### src/rtl/mode_counter_pkg.sv
// Shared encodings for the mode counter: mode field values, one-shot FSM states
// and the prescaler counter width.
package mode_counter_pkg;

  typedef enum logic [1:0] {
    MODE_WRAP    = 2'b00,
    MODE_SAT     = 2'b01,
    MODE_ONESHOT = 2'b10,
    MODE_RSVD    = 2'b11
  } mode_e;

  typedef enum logic [1:0] {
    ST_IDLE = 2'b00,
    ST_RUN  = 2'b01,
    ST_DONE = 2'b10
  } state_e;

  localparam int unsigned PRESCALE_W = 16;

endpackage

### src/rtl/step_prescaler.sv
// Divides enabled cycles by PRESCALE; step is high on the enabled cycle that
// completes each group of PRESCALE.
module step_prescaler
  import mode_counter_pkg::*;
#(
  parameter int unsigned PRESCALE = 1
) (
  input  logic clk,
  input  logic reset,
  input  logic enable,
  input  logic clr,
  output logic step
);

  localparam logic [PRESCALE_W-1:0] LAST = PRESCALE_W'(PRESCALE - 1);

  logic [PRESCALE_W-1:0] cnt_q, cnt_d;

  // NOTE: combinational blocks use blocking '=' with a default first, so no latch is inferred.
  always_comb begin
    cnt_d = cnt_q;
    if (clr) begin
      cnt_d = '0;
    end else if (enable) begin
      cnt_d = (cnt_q == LAST) ? '0 : cnt_q + PRESCALE_W'(1);
    end
  end

  // NOTE: state registers use non-blocking '<=' and take the asynchronous active-low reset.
  always_ff @(posedge clk or negedge reset) begin
    if (!reset) cnt_q <= '0;
    else        cnt_q <= cnt_d;
  end

  assign step = enable && (cnt_q == LAST);

endmodule

### src/rtl/mode_counter.sv
// Up/down counter with wrap, saturate and one-shot modes, prescaled stepping,
// synchronous clear/load and registered tc/done flags.
module mode_counter
  import mode_counter_pkg::*;
#(
  parameter int unsigned WIDTH    = 8,
  parameter int unsigned MAX_VAL  = 32'((64'd1 << WIDTH) - 64'd1),
  parameter int unsigned PRESCALE = 1
) (
  input  logic             clk,
  input  logic             reset,
  input  logic             enable,
  input  logic             dir,
  input  logic [1:0]       mode,
  input  logic             clear,
  input  logic             load,
  input  logic [WIDTH-1:0] load_val,
  input  logic             start,
  output logic [WIDTH-1:0] data_out,
  output logic             tc,
  output logic             done
);

  localparam logic [WIDTH-1:0] MAX_C = WIDTH'(MAX_VAL);

  mode_e            cur_mode;
  state_e           state_q, state_d;
  logic [WIDTH-1:0] data_q, data_d;
  logic             tc_q, tc_d;
  logic             done_q, done_d;
  logic             step;
  logic [WIDTH-1:0] term, nxt_wrap, nxt_sat;
  logic             at_term;

  assign cur_mode = mode_e'(mode);

  step_prescaler #(.PRESCALE(PRESCALE)) u_prescaler (
    .clk    (clk),
    .reset  (reset),
    .enable (enable),
    .clr    (clear | load),
    .step   (step)
  );

  assign term     = dir ? MAX_C : '0;
  assign at_term  = (data_q == term);
  assign nxt_sat  = at_term ? data_q : (dir ? data_q + WIDTH'(1) : data_q - WIDTH'(1));
  assign nxt_wrap = at_term ? (dir ? '0 : MAX_C) : nxt_sat;

  always_comb begin
    data_d  = data_q;
    tc_d    = 1'b0;
    done_d  = done_q;
    state_d = state_q;
    if (clear) begin
      data_d  = '0;
      done_d  = 1'b0;
      state_d = ST_IDLE;
    end else if (load) begin
      data_d = (load_val > MAX_C) ? MAX_C : load_val;
    end else if (enable) begin
      case (cur_mode)
        MODE_SAT: begin
          if (step && !at_term) begin
            data_d = nxt_sat;
            tc_d   = (nxt_sat == term);
          end
        end
        MODE_ONESHOT: begin
          case (state_q)
            ST_IDLE: if (start) state_d = ST_RUN;
            ST_RUN: begin
              if (step) begin
                data_d = nxt_sat;
                if (nxt_sat == term) begin
                  state_d = ST_DONE;
                  tc_d    = 1'b1;
                  done_d  = 1'b1;
                end
              end
            end
            ST_DONE: begin
              if (start) begin
                state_d = ST_RUN;
                done_d  = 1'b0;
                data_d  = dir ? '0 : MAX_C;
              end
            end
            default: state_d = ST_IDLE;
          endcase
        end
        default: begin
          // Wrap and the reserved encoding share behaviour.
          if (step) begin
            data_d = nxt_wrap;
            tc_d   = at_term;
          end
        end
      endcase
    end
    if (cur_mode != MODE_ONESHOT) begin
      state_d = ST_IDLE;
      done_d  = 1'b0;
    end
  end

  always_ff @(posedge clk or negedge reset) begin
    if (!reset) begin
      data_q  <= '0;
      tc_q    <= 1'b0;
      done_q  <= 1'b0;
      state_q <= ST_IDLE;
    end else begin
      data_q  <= data_d;
      tc_q    <= tc_d;
      done_q  <= done_d;
      state_q <= state_d;
    end
  end

  assign data_out = data_q;
  assign tc       = tc_q;
  assign done     = done_q;

endmodule

### config.mk
export PLATFORM = sky130hd
export DESIGN_NAME = mode_counter
export DESIGN_NICKNAME = d
export VERILOG_FILES = /design/src/rtl/mode_counter_pkg.sv /design/src/rtl/step_prescaler.sv /design/src/rtl/mode_counter.sv
export SDC_FILE = /design/constraint.sdc
export NUM_CORES = 1
export LEC_CHECK = 0
export CAP_MARGIN = 20
export CORE_UTILIZATION = 57
export CTS_CLUSTER_SIZE = 10
export DETAILED_ROUTE_END_ITERATION = 16
export PLACE_DENSITY = 0.87
export SYNTH_ARGS = -nofsm -noshare
export SYNTH_HDL_FRONTEND = slang
export SYNTH_SLANG_ARGS = --single-unit
### constraint.sdc
create_clock -name clk -period 3.45 [get_ports clk]
set_input_delay 0.8625 -clock clk [delete_from_list [all_inputs] [get_ports clk]]
set_output_delay 0.8625 -clock clk [all_outputs]
set_load 0.05 [all_outputs]
# Word level (Yosys, flattened, before mapping)
# Index checks and enable logic that the tools add are counted.
# word_totals
inputBits	17
elab_cells	86
regBits	28
output_inout_bits	10
# op_classes
n_bitwise	1
n_eq_ne	16
n_reduce_logical	15
add_sub_neg	3
magnitude_cmp	1
n_mux	45
# ops
op	n
2-to-1 mux 8 bit	13
2-to-1 mux 16 bit	3
one-hot mux 8 bit (2 select lines)	2
adder 16 x 1 -> 16 bit (second input constant)	1
== test 8 bit	2
logical NOT 16 bit	1
2-to-1 mux 1 bit	16
2-to-1 mux 2 bit	8
inequality test 4 bit (second input constant)	4
AND reduction 6 bit	2
inequality test 5 bit (second input constant)	2
nonzero test 3 bit	3
adder 8 x 1 -> 8 bit (second input constant)	1
> comparator 8 bit (second input constant)	1
subtractor 8 x 1 -> 8 bit (second input constant)	1
AND reduction 7 bit	1
inequality test 5 x 3 -> 1 bit (second input constant)	1
nonzero test 5 bit	1
== test 2 x 1 -> 1 bit (second input constant)	2
== test 2 bit (second input constant)	2
inequality test 4 x 1 -> 1 bit (second input constant)	1
one-hot mux 1 bit (2 select lines)	2
one-hot mux 2 bit (2 select lines)	1
nonzero test 4 bit	1
8 further kinds	9

# Depth between registers and ports, before layout
# Gate-level depths: netlist of the first run.
# logic_depth
word_depth	12
depth_mapped	13
mapped_depth_nobuf	11

# Modules after synthesis
# Synthesis of the first run repeated with hierarchy kept, for this count alone.
# unflattened
hier_cells	310
hier_area_um2	2523.7
# modules_own_cells
mod	instances	area_per_inst_um2	seq_area_each_um2	cells_each
mode_counter	1	1605.3	300.3	214
step_prescaler	1	918.4	400.4	96

# Least setup slack after synthesis of the first run
# OpenSTA, ideal clock, no wires.
# synth_path
path_type	input-to-reg
start	input port dir
end	register state_q[0]
arrival_time_ps	3451
setup_ps	111
path_buffers	1
slack_ps	-112
t_required_ps	3339
stages	12
cell_sequence	buf_2 inv_1 ha_1 a21oi_1 o221ai_1 a21oi_1 xor2_1 o221a_2 nor4_1 o31a_2 a21oi_2 a2111oi_2
# synth_between
elab_chain_len	6
elab_cells_between_ends	7
classes_between	eq/ne (3); mux (3); reduce/logical (1)
# synth_rtl
item	line	source
start, declared	mode_counter.sv:13	input logic dir,
2-to-1 mux 8 bit	mode_counter.sv:45	assign term = dir ? MAX_C : '0;
== test 8 bit	mode_counter.sv:46	assign at_term = (data_q == term);
2-to-1 mux 8 bit	mode_counter.sv:47	assign nxt_sat = at_term ? data_q : (dir ? data_q + WIDTH'(1) : data_q - WIDTH'(1));
== test 8 bit (*)	mode_counter.sv:75	if (nxt_sat == term) begin
inequality test 4 bit (no line) (*)	-	
AND reduction 6 bit (no line) (*)	-	
end signal, assigned	mode_counter.sv:117	state_q <= state_d;
end, declared	mode_counter.sv:27	state_e state_q, state_d;
# Mark *: on every way between the ends. The rest lies on a longest branch, timed or not.
# A chain may end at the register's enable or synchronous reset.

# Final worst setup path of the first run
# layout_path
start	input port dir
end	register tc_q (netlist: tc)
# layout_between
elab_chain_len	11
elab_cells_between_ends	16
classes_between	eq/ne (2); mux (12); reduce/logical (2)
# layout_rtl
item	line	source
2-to-1 mux 8 bit	mode_counter.sv:45	
== test 8 bit	mode_counter.sv:46	
2-to-1 mux 8 bit	mode_counter.sv:47	
== test 8 bit	mode_counter.sv:66, mode_counter.sv:75	
2-to-1 mux 1 bit	mode_counter.sv:75	
2-to-1 mux 1 bit	mode_counter.sv:73	if (step) begin
2-to-1 mux 1 bit	mode_counter.sv:70	case (state_q)
one-hot mux 1 bit (2 select lines) (*)	mode_counter.sv:62	case (cur_mode)
2-to-1 mux 1 bit (*)	mode_counter.sv:61	end else if (enable) begin
2-to-1 mux 1 bit (*)	mode_counter.sv:59	end else if (load) begin
2-to-1 mux 1 bit (*)	mode_counter.sv:55	if (clear) begin
via tc_d	mode_counter.sv:29	logic tc_q, tc_d;
end signal, assigned	mode_counter.sv:115	tc_q <= tc_d;
end, declared	mode_counter.sv:29	
# The timed path passes the listed nets; every way through them passes the cells marked *.

==> results of run 1 <==
metrics by stage:
| stage | TNS [ns] | setup slack, ns | hold WS, ns | util (%) | area (um^2) |
|---|---|---|---|---|---|
| after floorplan | 0 | 0.00339 | 0.488 | - | 2400 |
| final | 0 | 0.0266 | 0.526 | 80.7 | 3250 |
| after detailed placement | -4.06 | -0.587 | 0.516 | 74.4 | 3000 |
| after CTS | 0 | 0.0611 | 0.530 | 79.6 | 3210 |
| after global routing | -0.371 | -0.158 | 0.557 | 80.7 | 3250 |
| after global placement | -3.17 | -0.472 | 0.503 | 74.4 | 3000 |
final cells by class:
cell class	count	area (um^2)	share of cell area, %
Multi-Input combinational cell	250	1740	53.6
Sequential cell	28	701	21.6
Timing Repair Buffer	75	623	19.2
Tap cell	50	62.6	1.92
Inverter	13	51.3	1.58
Clock buffer	3	41.3	1.27
Clock inverter	1	30.0	0.924
cell usage after synthesis (all sizes together) (3+ instances only):
library cell  count
nor2             41
nand2            33
dfrtp            28
o21ai            25
a21oi            16
ha               14
nand3            14
inv              13
a211oi           11
xor2              9
nor3              7
buf               6
mux2i             6
nand4             6
nor4              6
xnor2             6
a31oi             5
clkbuf            5
and3              4
nor2b             3
o22ai             3
worst paths after layout:
path                       depth (start not counted)         from                     to  slack (ns)
min in group asynchronous                          2        reset                   done        0.94
max in group asynchronous                          2        reset  u_prescaler.cnt_q[12]        2.22
min reg2reg                                        2         done                   done        0.53
min                                                2         done                   done        0.53
max                                               11          dir                     tc        0.03
max reg2reg                                       10  data_out[1]                     tc        0.24
power by group through the flow:
stage	clock network, mW	registers [mW]	logic [mW]
finish	0.263	0.347	0.425
global route	0.281	0.348	0.446
CTS	0.263	0.347	0.383
detailed placement	0	0.352	0.349
global placement	0	0.352	0.340
floorplan	0	0.375	0.181
what timing repair did:
action / in CTS / in global routing
buffers inserted: 3 / 2
pin swaps: 6 / 3
resized for setup: 19 / 8
setup endpoints to repair: 7 / 9
gates cloned: 0 / 0
registers in the layout (all words and copies together), names as in the netlist:
| name | count |
|---|---|
| data_out | 8 |
| done | 1 |
| state_q | 2 |
| tc | 1 |
| u_prescaler.cnt_q | 16 |
per-layer routing:
metal  routed length [um]  up-vias  global-route usage (%)  part of all wire [%]
met5                    0        -                       0                     0
met2                 3740      272                    58.8                    45
met4                  548        0                    17.0                   6.6
met1                 3000     1307                    43.9                    36
li1                     -     1242                       -                     -
met3                  985       85                    7.53                    12
logic make-up after synthesis:
logic type | after synthesis | share of synthesized area [%]
AND/OR/NAND/NOR | 128 | 25.9
XOR/XNOR | 15 | 5.49
buffers and inverters | 24 | 4.39
flip-flops | 28 | 29.3
AO/OA/AOI/OAI | 84 | 23.3
adder cells (fa/ha/maj) | 15 | 8.16
multiplexers | 8 | 3.45
worst register-to-register path, delay by kind of cell, from the launching register on:
family | cells | cell delay (ns)
compound gates | 4 | 1.25
simple gates | 3 | 0.69
flops | 1 | 0.48
xor+xnor | 1 | 0.11
buf+inv | 1 | 0.17
fa+ha+maj | 1 | 0.39
==> reports/results.txt, run 1 <==
Worst-path cell chain: clkbuf_2 -> buf_4 -> fa_2 -> nand2b_4 -> a21oi_4 -> xnor2_2 -> o41ai_2 -> nand3_1 -> nor4_4 -> o21ai_0 -> a2111oi_0
Syn nets: 334
Via Count: 2906
CTS Buffer Depth: 2
First-pass GRT wire length: 11.9 mm
Placed insts: 411
WL per Instance: 19.7 um
Via/cell ratio: 6.92
Yosys Warn Count: 0
Status: complete, no violations
Avg Cell Area, Syn: 7.92 um^2
Max Clk Rate: 292 MHz
Most area-consuming cells after synthesis: dfrtp_1, ha_1, nor2_1
CTS tree: yes
EDFF count, synth: 0
Worst vdd ir: 0.000387 V
Delay-heaviest family, CP: compound AO/OA/AOI/OAI gates
Die H: 66.8 um
Max FO, Critical Path: 3
Synth cell types: 58
Synth Flop Type: dfrtp_1
Final Non-Filler Cells: 420
Most common cell after layout, fill and taps aside: buf_4
Largest net degree at the start of global routing: 29
Hold buffers post-CTS: 0
Top cell type's share of synthesized area: 29.3%
Area leader, netlist: dfrtp_1
Number of global-route vias before repair: 2520
Final worst-path cycle share: 99.2%
Endpoints failing setup: 0
Worst EP required: 3.59 ns
CTS sink cnt: 28
Ys async rst share: 100%
Antenna cells: 0
Die area: 0.00446 mm^2
FILL cells: 240
Die Span X: 66.8 um
Share of cells above drive strength 1: 23.2%
Max H-tree Level: 1
Setup CP Type: input port to register
Max-slew violation count: 0
Drc violations: 0
Switching share of power: 34.6%
Final HPWL DP: 4.88 mm
DRT Wirelength: 8.27 mm
Worst hold path class: register to register
Row count: 23
Root buf cell: clkbuf_8
CP Launch Type: input port
Min Clock Period, post-route: 3.42 ns
Fin. Hold Viols: 0
Post-synthesis cell area: 0.00239 mm^2
Sequential area share after synthesis: 29.3%
Gpl congestion: 1.00
First-pass DRT Iterations: 7
Num ports: 27
Synth-to-Final Area Change: 35.9%
Antenna violations before repair: 0
Slowest cell delay on critical path: 0.50 ns
Grt ovf: 0
Clock skew: 0.0118 ns
Sequential Power Share: 33.5%
Pleak: 1.39 nW
Clock power frac: 25.4%
Relative slew slack: 60.2%
CP Capture Type: register
Max cap viols: 0
Total Power: 1.04 mW
Switching pwr: 0.358 mW
Core Footprint: 0.00403 mm^2
Initial Util: 59.4%
Worst-Margin Slew: 0.593 ns
Combinational fraction of design power: 41.1%
Buffers added on ports: 26
Nets@finish: 403
Most frequent cells in the layout: buf_4, nor2_1, nand2_1, dfrtp_1, clkdlybuf4s50_1
P_int: 0.677 mW
Starting DRT DRC Count: 438
Yosys reg bits: 28
Cells after synthesis: 302
CTS buffer count: 3
GRT Overall Usage: 35.7%
Clk_lat worst skew: 0.28 ns
Cell Pwr Density: 318 mW/mm^2
WP buf/inv: 2
Routed Antenna Nets: 0
Critical-path top delay cell: a2111oi_0
Crit path arrival time: 3.57 ns
Worst-path clk slew: 0.10 ns
Power figures use the tool's default switching activity.
==> run 2, diff against run 1 <==
- CORE_UTILIZATION: 57 -> 58
- PLACE_DENSITY: 0.87 -> 0.88
- clock period: 3.45 -> 4.4 ns (I/O delays scaled with it)
==> run 2 against run 1 <==
  * Sequential share of layout area increased by 3.7 points
  * Global-route usage decreased by 5.4 points
  * Largest cell class unchanged
  * Register-to-register slack improved by 0.62 ns
  * Critical path depth increased by 1
  * Clock power decreased by 38%
  * Highest routed layer unchanged
  * Via count decreased by 17%
==> reports/results.txt, run 2 (synthesized netlist as in run 1, its figures left out) <==
Setup CP Type: input port to register
Total Power: 0.668 mW (-35%)
Grt ovf: 0 (unchanged)
Switching share of power: 34.3% (-0.29 points)
Fin. Hold Viols: 0 (unchanged)
Root buf cell: clkbuf_8
Final setup margin: 0.259 ns (+0.232 ns)
Row count: 22 (-4.3%)
Routed Antenna Nets: 0 (unchanged)
Die area: 0.00439 mm^2 (-1.7%)
Max-slew violation count: 0 (unchanged)
Gpl congestion: 1.02 (+1.7%)
Max H-tree Level: 1 (unchanged)
Status: complete, no violations
Number of flip-flops under the largest register name: 16 (unchanged)
Hold buffers post-CTS: 0 (unchanged)
RSZ-0062 raised after global routing: false
Num ports: 27 (unchanged)
Drc violations: 0 (unchanged)
Worst EP required: 4.58 ns (+0.99 ns)
Initial Util: 63.0% (+3.6 points)
Worst hold path class: register to register
Min Clock Period, post-route: 4.14 ns
Cell Pwr Density: 240 mW/mm^2 (-25%)
Setup Fix Bufs, Post-CTS: 0 (-3)
GRT Overall Usage: 30.3% (-5.4 points)
Clk_lat worst skew: 0.28 ns (about the same)
Fin Setup TNS: 0 ns (unchanged)
Largest net degree at the start of global routing: 29 (unchanged)
Final HPWL DP: 4.49 mm (-7.9%)
Starting DRT DRC Count: 235 (-46%)
Max Clk Rate: 241 MHz
Via/cell ratio: 6.36 (-8.1%)
First-pass DRT Iterations: 5 (-2)
Nets@finish: 363 (-9.9%)
Combinational fraction of design power: 34.4% (-6.7 points)
Resize count post-CTS: 0 (-19)
P_int: 0.439 mW (-35%)
Die H: 66.2 um (-0.84%)
Worst-Margin Slew: 0.742 ns (+0.149 ns)
Share of cells above drive strength 1: 8.18% (-15 points)
Max FO, Critical Path: 9 (+6)
Sequential Power Share: 41.4% (+7.9 points)
Relative slew slack: 50.3% (-9.8 points)
Antenna cells: 0 (unchanged)
Most common cell after layout, fill and taps aside: nor2_1
Pleak: 1.15 nW (-17%)
Antenna violations before repair: 0 (unchanged)
Buffers added on ports: 26 (unchanged)
DRT Wirelength: 6.09 mm (-26%)
Final worst-path cycle share: 94.1%
Number of global-route vias before repair: 2267 (-10%)
Worst-path clk slew: 0.10 ns (about the same)
Synth-to-Final Area Change: 16.2%
Endpoints failing setup: 0 (unchanged)
CTS buffer count: 3 (unchanged)
Worst vdd ir: 0.000268 V (-31%)
Clock power frac: 24.2% (-1.2 points)
Max cap viols: 0 (unchanged)
Crit path arrival time: 4.32 ns (+0.75 ns)
Clock skew: 0.0100 ns (-0.00175 ns)
CTS Buffer Depth: 2 (unchanged)
CTS sink cnt: 28 (unchanged)
Most frequent cells in the layout: nor2_1, nand2_1, dfrtp_1, clkdlybuf4s50_1, o21ai_0
Switching pwr: 0.229 mW (-36%)
Via Count: 2403 (-17%)
Biggest register: u_prescaler.cnt_q
Pre-CTS WS: 0.0573 ns (+0.644 ns)
CP Capture Type: register
FILL cells: 304 (+27%)
First-pass GRT wire length: 10.3 mm (-14%)
CTS tree: yes
WL per Instance: 16.1 um (-18%)
Die Span X: 66.2 um (-0.84%)
Core Footprint: 0.00380 mm^2 (-5.7%)
CP Launch Type: input port
[run 2: changes by cell type in the layout (fill, tap and decap cells not counted), moves of 2 or more]
cell | before | now
buf_4 | 49 | 9
a211oi_1 | 9 | 11
a211oi_2 | 2 | 0
a21oi_1 | 12 | 14
ha_1 | 12 | 14
ha_4 | 2 | 0
nor2_1 | 39 | 41
nor2_2 | 2 | 0
nor4_1 | 4 | 6
[run 2: worst paths after layout]
path                                        from                    end  slack [ns]  cells after the start
hold / removal             u_prescaler.cnt_q[12]  u_prescaler.cnt_q[12]        0.55                      1
setup reg to reg                     data_out[0]             state_q[0]        0.86                     11
hold reg to reg            u_prescaler.cnt_q[12]  u_prescaler.cnt_q[12]        0.55                      1
max in group asynchronous                  reset   u_prescaler.cnt_q[6]        2.90                      2
min in group asynchronous                  reset             state_q[0]        1.20                      2
setup / recovery                             dir             state_q[0]        0.26                     12
[run 2: layout make-up]
class,count,area [um^2],share of cell area [%]
tap,48,60.1,2.16
clock buffer,4,55.1,1.98
timing repair buffer,35,328,11.8
multi-input combinational,250,1590,57.1
inverter,13,48.8,1.76
sequential,28,701,25.2
[run 2: worst max-delay path, stage by stage]
cell	delay [ns]
clkdlybuf4s50_1	0.52
inv_1	0.18
ha_1	0.38
a211oi_1	0.40
nor3b_1	0.13
or2_2	0.36
nor4_1	0.29
a31oi_1	0.11
nor3b_2	0.23
o31a_2	0.22
a21oi_2	0.07
a2111oi_2	0.32
[run 2: stage by stage]
step	util [%]	hold slack (ns)	area, um^2	std cells
floorplan	-	0.488	2390	302
global placement	71.7	0.510	2720	374
detailed placement	71.7	0.527	2720	374
CTS	73.2	0.543	2780	378
global route	73.2	0.576	2780	378
finish	73.2	0.548	2780	378
[run 2: routing by layer]
metal	GRT usage (%)	up-vias	wire length [um]
met1	42.7	1102	2720
met3	5.17	12	535
met2	47.7	123	2730
li1	-	1166	-
met5	0	-	0
met4	8.24	0	102
[run 2: power groups by stage]
stage                     combinational (mW)  sequential [mW]  clock, mW
final                                  0.230            0.276      0.162
after global routing                   0.250            0.277      0.175
after CTS                              0.227            0.276      0.164
after detailed placement               0.225            0.281          0
after global placement                 0.222            0.281          0
after floorplan                        0.140            0.294          0
